$ cat src/rtl/buf_pkg.sv
// +----------------------------------------------------------------------+
// | buf_pkg : shared types for the buffer read-side client.               |
// | Rev 1.0                                                               |
// +----------------------------------------------------------------------+
`default_nettype none

package buf_pkg;

  typedef enum logic [1:0] {
    IDLE = 2'b00,
    REQ  = 2'b01,
    REL  = 2'b10,
    ERR  = 2'b11
  } buf_rd_state_t;

  localparam int BUF_RD_QDEPTH = 2;

endpackage

`default_nettype wire

$ cat src/rtl/buf_reader_q.sv
// +----------------------------------------------------------------------+
// | buf_reader_q : 2-entry synchronous output FIFO with head data output. |
// | Rev 1.0                                                               |
// +----------------------------------------------------------------------+
`default_nettype none

module buf_reader_q
  import buf_pkg::*;
#(
  parameter int DATA_L = 16
) (
  input  logic              clk,
  input  logic              rst,
  input  logic              push_i,
  input  logic [DATA_L-1:0] push_data_i,
  input  logic              pop_i,
  output logic [1:0]        occ_o,
  output logic [DATA_L-1:0] head_o,
  output logic              valid_o
);

  logic [DATA_L-1:0] head_q;
  logic [DATA_L-1:0] tail_q;
  logic [1:0]        cnt_q;
  logic              pop;
  logic              push;

  // A push into a full queue is only legal when the head leaves in the same cycle.
  assign pop  = pop_i && (cnt_q != 2'd0);
  assign push = push_i && ((cnt_q != 2'(BUF_RD_QDEPTH)) || pop);

  always_ff @(posedge clk or negedge rst) begin
    if (!rst) begin
      head_q <= '0;
      tail_q <= '0;
      cnt_q  <= 2'd0;
    end else begin
      case ({push, pop})
        2'b10: begin
          if (cnt_q == 2'd0) head_q <= push_data_i;
          else               tail_q <= push_data_i;
          cnt_q <= cnt_q + 2'd1;
        end
        2'b01: begin
          head_q <= tail_q;
          cnt_q  <= cnt_q - 2'd1;
        end
        2'b11: begin
          if (cnt_q == 2'd1) begin
            head_q <= push_data_i;
          end else begin
            head_q <= tail_q;
            tail_q <= push_data_i;
          end
        end
        default: ;
      endcase
    end
  end

  assign occ_o   = cnt_q;
  assign head_o  = head_q;
  assign valid_o = (cnt_q != 2'd0);

endmodule

`default_nettype wire

$ cat src/rtl/buf_reader.sv
// +----------------------------------------------------------------------+
// | buf_reader : four-phase read client for the circular buffer, with a  |
// | valid/ready output stream and ack-timeout detection.  Rev 1.0         |
// +----------------------------------------------------------------------+
`default_nettype none

module buf_reader
  import buf_pkg::*;
#(
  parameter int DATA_L = 16,
  parameter int TMO_L  = 4,
  parameter int CNT_L  = 16
) (
  input  logic              clk,
  input  logic              rst,
  input  logic              en,
  input  logic              avail,
  input  logic              r_ack,
  input  logic [DATA_L-1:0] bdata,
  output logic              re,
  output logic [DATA_L-1:0] dout,
  output logic              dout_valid,
  input  logic              dout_ready,
  output logic              err_tmo,
  input  logic              clr_err,
  output logic [CNT_L-1:0]  rd_cnt
);

  buf_rd_state_t     state_q;
  logic              re_q;
  logic              err_q;
  logic [TMO_L-1:0]  tmr_q;
  logic [TMO_L-1:0]  tmr_d;
  logic [CNT_L-1:0]  cnt_q;
  logic [1:0]        occ;
  logic              push;
  logic              issue;
  logic              tmo;

  assign tmr_d = tmr_q + 1'b1;
  assign tmo   = &tmr_d;
  assign push  = (state_q == REQ) && r_ack;

  // In IDLE nothing is in flight, so the occupancy alone bounds the queue.
  assign issue = en && avail && !r_ack && (occ < 2'(BUF_RD_QDEPTH));

  always_ff @(posedge clk or negedge rst) begin
    if (!rst) begin
      state_q <= IDLE;
      re_q    <= 1'b0;
      err_q   <= 1'b0;
      tmr_q   <= '0;
      cnt_q   <= '0;
    end else begin
      case (state_q)
        IDLE: begin
          if (issue) begin
            state_q <= REQ;
            re_q    <= 1'b1;
            tmr_q   <= '0;
          end
        end
        REQ: begin
          if (r_ack) begin
            state_q <= REL;
            re_q    <= 1'b0;
            cnt_q   <= cnt_q + 1'b1;
            tmr_q   <= '0;
          end else if (tmo) begin
            state_q <= ERR;
            re_q    <= 1'b0;
            err_q   <= 1'b1;
            tmr_q   <= '0;
          end else begin
            tmr_q <= tmr_d;
          end
        end
        REL: begin
          if (!r_ack) begin
            state_q <= IDLE;
          end else if (tmo) begin
            state_q <= ERR;
            err_q   <= 1'b1;
            tmr_q   <= '0;
          end else begin
            tmr_q <= tmr_d;
          end
        end
        ERR: begin
          re_q <= 1'b0;
          if (clr_err) begin
            state_q <= IDLE;
            err_q   <= 1'b0;
          end
        end
        default: state_q <= IDLE;
      endcase
    end
  end

  buf_reader_q #(
    .DATA_L (DATA_L)
  ) u_q (
    .clk         (clk),
    .rst         (rst),
    .push_i      (push),
    .push_data_i (bdata),
    .pop_i       (dout_ready),
    .occ_o       (occ),
    .head_o      (dout),
    .valid_o     (dout_valid)
  );

  assign re      = re_q;
  assign err_tmo = err_q;
  assign rd_cnt  = cnt_q;

endmodule

`default_nettype wire

$ cat config.mk
export PLATFORM = sky130hd
export DESIGN_NAME = buf_reader
export DESIGN_NICKNAME = d
export VERILOG_FILES = /design/src/rtl/buf_pkg.sv /design/src/rtl/buf_reader_q.sv /design/src/rtl/buf_reader.sv
export SDC_FILE = /design/constraint.sdc
export NUM_CORES = 1
export LEC_CHECK = 0
export CORE_MARGIN = 2
export CORE_UTILIZATION = 35
export DETAILED_ROUTE_END_ITERATION = 8
export PLACE_DENSITY = 0.69
export SLEW_MARGIN = 20
export SYNTH_ARGS = -nofsm -noshare
export SYNTH_HDL_FRONTEND = slang
export SYNTH_SLANG_ARGS = --single-unit
$ cat constraint.sdc
create_clock -name clk -period 3.3 [get_ports clk]
set_clock_uncertainty 0.2 [all_clocks]
set_input_delay 0.825 -clock clk [delete_from_list [all_inputs] [get_ports clk]]
set_output_delay 0.825 -clock clk [all_outputs]
set_load 0.02 [all_outputs]
==> results.json <==
{
  "std_cell_rows": 33,
  "min_path_type": "in -> async",
  "overflow": 0,
  "finalSetupViolCount": 0,
  "cts_buffer_depth": 2,
  "nets": 335,
  "syn_nets": 270,
  "layout_commonest_cell": "dfrtp_1",
  "ys_seq_elements": 58,
  "power.leakage_nw": 1.72,
  "clock_latency_ns": 0.33,
  "synth-edff-count": 0,
  "fmax_mhz": 347,
  "drc_errors": 0,
  "maxCapViolations": 0,
  "rsz0062_at_grt": "no",
  "p_per_area_nw_per_um2": 904,
  "grt_pass1_vias": 2099,
  "first_pass_iters": 4,
  "antenna_found_initial": 0,
  "numCtsBuffers": 9,
  "syn_inst": 237,
  "yosysUniqueCellTypes": 51,
  "synth_top_area_share": 0.501,
  "peakVddDrop_uv": 439,
  "instances_no_fill": 412,
  "cts_tree": "built",
  "met2_usage": 0.219,
  "synth_flop_cell": "dfrtp_1",
  "synthArstFlopShare": 1.00,
  "globalRouteMet3Util": 0.0551,
  "wl_um": 6160,
  "drt_iter0_markers": 113,
  "gr-usage-met1": 0.205,
  "hold_viol_final": 0,
  "placed_area_um2": 3550,
  "status": "finished clean",
  "slew_headroom": 0.613,
  "cts_hold_buffers": 0,
  "cp-end-kind": "output port",
  "fin_crit_ns": 2.88,
  "dpl.cell_count": 396,
  "critPathLaunchType": "flip-flop",
  "ys_seq_area_frac": 0.501,
  "cts_resized": 0,
  "grt_use_total": 0.151,
  "ys.warnings.count": 0,
  "post-route-period-util": 0.874,
  "grt_max_degree": 59,
  "fill_cells": 731,
  "syn-cell-area_um2": 2900,
  "synth_top_area_cell": "dfrtp_1",
  "tns_ns": 0,
  "gp_congestion": 0.833,
  "via_per_inst": 5.01,
  "worst_slew_pin_slew_ns": 0.581,
  "postCtsSetupBuffers": 0,
  "syn_avg_cell_area_um2": 12.2,
  "avgRoutedWirePerCell_um": 14.9,
  "drtAntennaViolNets": 0,
  "die_h_um": 95.0,
  "cts_htree_levels": 3,
  "busiest_layer": "met2",
  "final_area_um2": 3780,
  "clkTransAtPathRegs_ns": 0.07,
  "antenna_cells": 0,
  "drive_gt1_frac": 0.176,
  "grt_pass1_wl_um": 10300,
  "worstPathRequired_ns": 2.27,
  "die_x_um": 95.0,
  "core-area_um2": 8130,
  "cts_num_sinks": 58,
  "port_buffers": 57,
  "synth.area.top_cells": "dfrtp_1 50%, mux2_4 5.2%, a21o_1 4.4%",
  "layout_common_cells": "58 x dfrtp_1, 56 x clkdlybuf4s50_1, 17 x a21o_1, 16 x nand2_1, 15 x inv_1",
  "root_buffer": "clkbuf_8",
  "via_count": 2063,
  "start_util": 0.356,
  "cp_max_fo": 4,
  "die_area_um2": 9020,
  "place_hpwl_um": 4280,
  "timing.hold.ws_ns": 0.270,
  "worstSetupPathType": "reg -> out",
  "finalMaxSlewViolations": 0,
  "area.growth.synth_to_final_pct": 30.6,
  "arrival_ns": 1.86,
  "io_pins": 58,
  "fin_util": 0.465
}
## worst max-delay path, cell delays in order (launching register included)
cell             delay [ns]
dfrtp_1                0.43
inv_1                  0.11
ha_1                   0.25
inv_1                  0.10
clkdlybuf4s50_1        0.64
## report_power, final
part	leakage, nW	total [mW]	internal, mW	switching, mW
Sequential	0.720	1.18	0.982	0.196
Combinational	0.888	1.50	0.797	0.700
Clock	0.117	0.743	0.467	0.277
Total	1.72	3.42	2.25	1.17
## state kept, by name (all words and copies together) (netlist names)
name / count
err_tmo: 1
rd_cnt: 16
re: 1
state_q: 2
tmr_q: 4
u_q.head_o: 16
u_q.occ_o: 2
u_q.tail_q: 16
## layout make-up
class | instances | area, µm² | share of cell area
clock buffers | 12 | 155 | 0.0410
clock inverters | 4 | 73.8 | 0.0195
inverters | 15 | 56.3 | 0.0149
multi-input cells | 158 | 1310 | 0.347
flip-flops and latches | 58 | 1450 | 0.384
well taps | 105 | 131 | 0.0347
repair buffers | 60 | 601 | 0.159
## per-layer routing
metal  vias to the layer above  share of wire  wire length (µm)
met5                         -              0                 0
met4                         0          0.013                82
met3                         7          0.060               368
met2                        59           0.45              2750
met1                      1011           0.48              2960
li1                        986              -                 -
## final timing paths
path | from | endpoint | slack (ns) | depth (start not counted)
worst max register to register | u_q.occ_o[1] | u_q.head_o[15] | 1.01 | 6
worst max-delay path | u_q.occ_o[1] | dout_valid | 0.42 | 4
worst min register to register | rd_cnt[15] | rd_cnt[15] | 0.27 | 1
min in group clk | rd_cnt[15] | rd_cnt[15] | 0.27 | 1
max in group asynchronous | rst | rd_cnt[9] | 2.34 | 2
worst min-delay path | rst | u_q.head_o[0] | 0.27 | 2
## cells by family (layout without fill, tap and decap cells)
kind of cell    after synthesis  in the layout  synth area share
simple gates                 51             51             0.105
compound gates               65             65             0.182
buf+inv                      21             91            0.0454
mux                          16             16            0.0752
flops                        58             58             0.501
xor+xnor                     16             16            0.0484
fa+ha+maj                    10             10            0.0432
## through the flow
stage / power, mW / setup WS (ns)
final: 3.42 / 0.416
after global routing: 3.65 / 0.342
after CTS: 3.45 / 0.397
after detailed placement: 2.69 / 0.381
after global placement: 2.63 / 0.466
after floorplan: 2.20 / 1.16
## synth_stat cells (all sizes together) (4+ instances only)
library cell and instances:
buf 6, inv 15, nand2 16, dfrtp 58, a21oi 5, nor3 5, a21o 17, nand3 4
xnor2 12, o21ai 9, mux2 16, ha 10, xor2 4, nand4 5, a22o 16
No activity file was read; power rests on OpenSTA's default activity.
